<file path="config.mk">
export PLATFORM = sky130hd
export DESIGN_NAME = fetch_sequencer
export DESIGN_NICKNAME = d
export VERILOG_FILES = /design/src/rtl/fetch_sequencer.sv
export SDC_FILE = /design/constraint.sdc
export NUM_CORES = 1
export LEC_CHECK = 0
export ABC_AREA = 1
export ABC_CLOCK_PERIOD_IN_PS = 1530
export CAP_MARGIN = 20
export CORE_UTILIZATION = 40
export CTS_CLUSTER_DIAMETER = 80
export DETAILED_ROUTE_END_ITERATION = 8
export GPL_TIMING_DRIVEN = 1
export PLACE_DENSITY = 0.71
export SYNTH_ARGS = -nofsm -noshare
export SYNTH_HDL_FRONTEND = slang
export SYNTH_SLANG_ARGS = --single-unit
</file>
<file path="constraint.sdc">
create_clock -name clk -period 1.53 [get_ports clk]
set_input_delay 0.306 -clock clk [delete_from_list [all_inputs] [get_ports clk]]
set_output_delay 0.306 -clock clk [all_outputs]
set_load 0.03 [all_outputs]
</file>
<file path="src/rtl/fetch_sequencer.sv">
// Fetch-stage PC sequencer: picks the next fetch PC (increment, redirect or hold),
// drives the instruction-memory request and produces stall_f / flush_d for the IF-ID register.
module fetch_sequencer #(
    parameter int               WIDTH      = 32,
    parameter logic [WIDTH-1:0] RESET_VEC  = '0,
    parameter int               STEP       = 4,
    parameter int               ALIGN_BITS = 2,
    parameter int               MAX_WAIT   = 15
) (
    input  logic             clk,
    input  logic             reset,
    input  logic             imem_ready,
    input  logic             stall_d,
    input  logic             branch_taken,
    input  logic [WIDTH-1:0] branch_target,
    input  logic             halt,
    input  logic             resume,
    output logic             imem_req,
    output logic [WIDTH-1:0] imem_addr,
    output logic [WIDTH-1:0] pc_f,
    output logic             stall_f,
    output logic             flush_d,
    output logic             halted,
    output logic             fetch_err,
    output logic [15:0]      redirect_cnt,
    output logic [1:0]       fsm_state
);

    typedef enum logic [1:0] {
        BOOT   = 2'd0,
        FETCH  = 2'd1,
        HALTED = 2'd2,
        ERROR  = 2'd3
    } state_t;

    localparam int WAIT_W = $clog2(MAX_WAIT + 1);

    // Handshake: imem_req high means imem_addr is presented this cycle; the
    // address counts as fetched on a rising edge where imem_req and imem_ready
    // are both high, otherwise the same address is presented again.

    state_t            state;
    logic [WAIT_W-1:0] wait_cnt;
    logic [WAIT_W-1:0] wait_next;
    logic              misaligned;

    assign misaligned = (branch_target[ALIGN_BITS-1:0] != '0);
    assign wait_next  = wait_cnt + 1'b1;

    assign imem_addr = pc_f;
    assign imem_req  = (state == FETCH);
    assign halted    = (state == HALTED);
    assign fsm_state = state;

    always_comb begin
        stall_f = 1'b1;
        flush_d = 1'b1;
        if (state == FETCH) begin
            if (branch_taken) begin
                // A bad target leaves the PC where it is, so the IF-ID hold stays on.
                stall_f = misaligned;
                flush_d = 1'b1;
            end else if (halt) begin
                stall_f = 1'b1;
                flush_d = 1'b1;
            end else if (stall_d) begin
                stall_f = 1'b1;
                flush_d = 1'b0;
            end else if (!imem_ready) begin
                stall_f = 1'b1;
                flush_d = 1'b1;
            end else begin
                stall_f = 1'b0;
                flush_d = 1'b0;
            end
        end
    end

    always_ff @(posedge clk) begin
        if (reset) begin
            state        <= BOOT;
            pc_f         <= RESET_VEC;
            wait_cnt     <= '0;
            redirect_cnt <= '0;
            fetch_err    <= 1'b0;
        end else begin
            case (state)
                BOOT: state <= FETCH;
                FETCH: begin
                    if (branch_taken && misaligned) begin
                        state     <= ERROR;
                        fetch_err <= 1'b1;
                    end else if (branch_taken) begin
                        pc_f         <= branch_target;
                        redirect_cnt <= redirect_cnt + 16'd1;
                        wait_cnt     <= '0;
                    end else if (halt) begin
                        state <= HALTED;
                    end else if (stall_d) begin
                        state <= FETCH;
                    end else if (!imem_ready) begin
                        wait_cnt <= wait_next;
                        if (wait_next == WAIT_W'(MAX_WAIT)) begin
                            state     <= ERROR;
                            fetch_err <= 1'b1;
                        end
                    end else begin
                        pc_f     <= pc_f + WIDTH'(STEP);
                        wait_cnt <= '0;
                    end
                end
                HALTED: begin
                    if (resume) state <= FETCH;
                end
                ERROR: state <= ERROR;
                default: state <= BOOT;
            endcase
        end
    end

endmodule

</file>
Yosys cells after proc, flatten, opt, wreduce, memory -nomap -nowiden
Index checks and enable logic that the tools add are counted.
W data, S select, Z words.
{ "classes": {"addsub": 3, "n_mul": 0, "div": 0, "magnitude_cmp": 0, "eq_ne": 14, "n_shift": 0, "muxes": 31, "n_bitwise": 1, "reduce_logical": 10} }
{ "op_table": {"columns": ["operator", "n"], "rows": [
  ["$mux W32", 4],
  ["$add A32 B3 Y32 const B", 1],
  ["$add A16 B1 Y16 const B", 1],
  ["$mux W4", 4],
  ["$mux W1", 15],
  ["$mux W2", 7],
  ["$ne A2 B1 Y1 const B", 5],
  ["$pmux W2 S4", 1],
  ["$reduce_and A4 Y1", 2],
  ["$reduce_and A6 Y1", 1],
  ["$reduce_bool A2 Y1", 3],
  ["$ne A5 B3 Y1 const B", 1],
  ["$ne A5 B4 Y1 const B", 1],
  ["$reduce_and A5 Y1", 1],
  ["$add A4 B1 Y4 const B", 1],
  ["$eq A2 B2 Y1 const B", 2],
  ["$eq A4 B4 Y1 const B", 1],
  ["$ne A2 B2 Y1 const B", 2],
  ["$ne A3 B2 Y1 const B", 1],
  ["$reduce_and A3 Y1", 1],
  ["$eq A2 B1 Y1 const B", 1],
  ["$logic_not A2 Y1", 1],
  ["$logic_and A1 B1 Y1", 1],
  ["$not A1 Y1", 1]
]} }
{ "word_totals": {"register_bits": 55, "latch_bits": 0, "ramBits": 0, "mem_bits_ro": 0, "elab_cells": 64, "mem_count": 0} }

Logic depth before layout (Yosys ltp)
{ "logic_depth": {"word_depth": 9, "ltp_mapped": 10, "mapped_depth_nobuf": 10} }

Worst setup path after synthesis
No wires, ideal clock.
{ "synth_timing": {"kind": "register to register", "start": "reg pc_f[2], in the netlist imem_addr[2]", "end": "reg pc_f[22], in the netlist imem_addr[22]", "arrival_ps": 1605, "t_required_ps": 1398, "setup_slack_ps": -207, "stages_incl_launch_ff": 11, "n_path_buf": 0, "period_less_slack_ps": 1737, "cell_sequence": "dfxtp_1 -> ha_1 -> nand2_1 -> nor2_1 -> nand2_1 -> nor2_1 -> nand3_1 -> nand2_1 -> nand2_1 -> nand2_1 -> a21oi_1"} }
{ "synth_via": {"elab_chain_cells": 5} }
{ "synth_lines": {"columns": ["element", "line_no", "source"], "rows": [
  ["start: declaration", "20", "output logic [WIDTH-1:0] pc_f,"],
  ["start signal: assignment", "94", "pc_f <= branch_target;"],
  ["start signal: assignment", "108", "pc_f <= pc_f + WIDTH'(STEP);"],
  ["$add A32 B3 Y32", "108", null],
  ["$mux W32", "101", "end else if (!imem_ready) begin"],
  ["$mux W32", "99", "end else if (stall_d) begin"],
  ["$mux W32", "97", "end else if (halt) begin"],
  ["$mux W32", "93", "end else if (branch_taken) begin"]
]} }
Every way passes these cells. The select of a mux whose other input is x is not followed.
A chain may end at the register's enable or synchronous reset.

Worst setup path in the final report
{ "layout_timing": {"start": "reg state[1], in the netlist fsm_state[1]", "end": "out stall_f"} }
{ "layout_via": {"elab_chain_cells": 2} }
{ "layout_lines": {"columns": ["element", "line_no", "source"], "rows": [
  ["start: declaration", "42", "state_t state;"],
  ["start signal: assignment", "81", "state <= BOOT;"],
  ["start signal: assignment", "88", "BOOT: state <= FETCH;"],
  ["start signal: assignment", "91", "state <= ERROR;"],
  ["$eq A2 B1 Y1", "58", "if (state == FETCH) begin"],
  ["$mux W1", "58", null],
  ["end: declaration", "21", "output logic stall_f,"]
]} }
Every way passes these cells.

==> out/results.txt <==
outcome: finished, violations left
failing checks: setup timing
initial core utilization: 0.4213
CP required: 1.22 ns
post-DP HPWL: 9.053 mm
Antenna Diode Count: 0
Slew Limit Fails: 0
Fin. Hold Viols: 0
crit end category: primary output
routed via count: 4615
Routed WL: 12.40 mm
crit path launch: fsm_state[1]
Total GRT Usage: 0.2452
Area Growth Syn to Fin: 53.74%
post-DR wirelength/cell: 13.88 µm
CTS root buf: clkbuf_8
Max Clock Freq: 625.8 MHz
DR iter-0 viols: 199
Skew-Pair Late Insertion Delay: 0.32 ns
setup violators final: 1
reg2reg setup slack: 0.01 ns
vias in the first global route: 4386
first-pass GRT wire length: 19.49 mm
synth warn: 0
PD cells: 528.0 mW/mm²
number of core rows: 34
H-Tree Depth: 2
Final Non-Filler Cells: 893
initial antenna violation count: 0
Mapped Avg Cell Area: 5.946 µm²
Synth Flop Type: dfxtp_1
Netlist cell types: 35
nets@finish: 827
total global routing overflow: 0
die area: 0.009757 mm²
Post-synth EDFFs: 0
largest net degree at the start of global routing: 29
Synth area leaders: dfxtp_1, nand2_1, nor2_1
clk sinks: 55
post-layout util: 0.6478
port bufs: 125
crit path DAT: 1.29 ns
PnR worst setup slack: -0.06791 ns
min-delay worst type: reg2reg
total power: 3.041 mW
Die Wd: 98.78 µm
RSZ-0062 raised after global routing: true
slew margin rel.: 0.7660
Max Root-Sink Buffers: 2
clock slew at reported path FFs: 0.10 ns
Mapped Area: 0.003746 mm²
Peak VDD IR: 0.0003612 V
cts bufs inserted: 5
Seq/Total Area, Yosys: 0.2939
Post-DRT Antenna Nets: 0
min Tclk post-route: 1.598 ns
clk_skew: 0.01151 ns
total negative setup slack: -0.06791 ns
CTS tree: built
DRC viols: 0
max-cap violation count: 0
Slew @ Worst Pin: 0.3524 ns
Synth Instances: 630
Post-Place Cells: 872
post-synth top area share: 0.2939
Pre-antenna DRT Iters: 6
Yosys reg bits: 55
Net Count, Synth: 673
final worst-path cycle share: 1.044
WS Path Type: reg2out
worst r2r src: fsm_state[1]
crit-path max FO: 8
GP Congestion: 0.9536
Placeable Area: 0.008891 mm²
largest area contributor in the netlist: dfxtp_1
Hold Buf Count CTS: 0
leakage power: 2.467 nW
Die Ht: 98.78 µm
ys async rst share: 0
Setup crit start kind: flop
drt via density: 5.168
beginning of the worst hold path: imem_addr[1]
share of cells above drive strength 1: 0.2242
Top Ports: 126
==> per-layer routing <==
| layer | track usage | routed length (µm) | vias to the layer above | share of wire |
|---|---|---|---|---|
| li1 | - | - | 2299 | - |
| met1 | 0.2750 | 5076 | 2101 | 0.41 |
| met2 | 0.4621 | 6153 | 180 | 0.50 |
| met3 | 0.03972 | 744 | 35 | 0.060 |
| met4 | 0.09185 | 424 | 0 | 0.034 |
| met5 | 0 | 0 | - | 0 |
==> power by group <==
group          leakage, nW  internal [mW]  total (mW)  switching [mW]
clock               0.0428          0.323       0.840           0.517
sequential           0.461           1.45        1.49          0.0430
combinational         1.96          0.316       0.706           0.389
==> metrics by stage <==
stage          hold WS (ns)  setup slack (ns)  cell area, µm²
5_1_grt              0.4833           -0.1193            5759
4_1_cts              0.4636           -0.1197            5418
3_3_place_gp         0.4440           -0.4200            5319
6_report             0.4572          -0.06791            5759
2_1_floorplan        0.4582          0.007157            3764
3_5_place_dp         0.4531           -0.4742            5319
==> sequential cells by signal, summed over array words and instances, names as in the netlist <==
| signal | count |
|---|---|
| redirect_cnt | 16 |
| fsm_state | 2 |
| imem_addr | 32 |
| fetch_err | 1 |
| wait_cnt | 4 |
==> kinds of logic (layout without fill, tap and decap cells) <==
family / Yosys count / count (layout) / share of synthesized area
buffers and inverters: 106 / 261 / 0.1436
adders and majority gates: 4 / 4 / 0.01336
DFF: 55 / 55 / 0.2939
and+or+nand+nor: 362 / 362 / 0.3978
xor gates and xnor gates: 5 / 5 / 0.01169
AOI/OAI and AO/OA: 98 / 98 / 0.1396
==> cell usage in the layout, fill, tap and decap left out, drive strengths merged, types with 7 or more instances in the layout <==
master	Yosys	layout
o21ai	34	34
nor3	13	13
nor2	107	107
clkdlybuf4s50	0	32
inv	54	55
clkbuf	10	10
clkdlybuf4s15	0	18
a21oi	52	52
nand2	193	193
buf	41	77
nand3	36	36
dlygate4sd2	0	67
nand4	7	7
dfxtp	55	55
==> path summary, 6_finish.rpt <==
check / endpoint / depth (start not counted)
max reg2reg: imem_addr[11] / 11
min: imem_addr[1] / 2
max: stall_f / 6
min reg2reg: imem_addr[1] / 2
==> synthesized netlist by cell type, types with 7 or more instances <==
| library cell | count |
|---|---|
| inv_1 | 52 |
| o21ai_1 | 7 |
| dfxtp_1 | 55 |
| o21ai_0 | 27 |
| nand2_1 | 191 |
| nor3_1 | 11 |
| a21oi_1 | 51 |
| nor2_1 | 103 |
| buf_4 | 35 |
| clkbuf_1 | 10 |
| nand3_1 | 36 |
==> cell type report <==
class | instances | area (µm²)
inverters | 55 | 224.0
fillers | 858 | 3132
clock inverters | 2 | 12.51
multi-input cells | 469 | 2337
repair buffers | 198 | 1810
flip-flops and latches | 55 | 1167
clock buffers | 6 | 72.57
well taps | 108 | 135.1
==> worst max-delay path, stage by stage, from the launching register on <==
cell and delay [ns]:
dfxtp_4 0.38, inv_6 0.07, nand2_8 0.06, a21oi_2 0.12, nand2_2 0.08, buf_12 0.14, buf_8 0.13
==> what timing repair did <==
action | 4_1_cts | 5_1_grt
setup buffers | 3 | 8
setup endpoints to repair | 125 | 52
pin swaps | 5 | 14
hold endpoints to repair | 0 | 0
gates cloned | 0 | 2
gates resized for setup | 129 | 95
No activity file was read; power rests on OpenSTA's default activity.
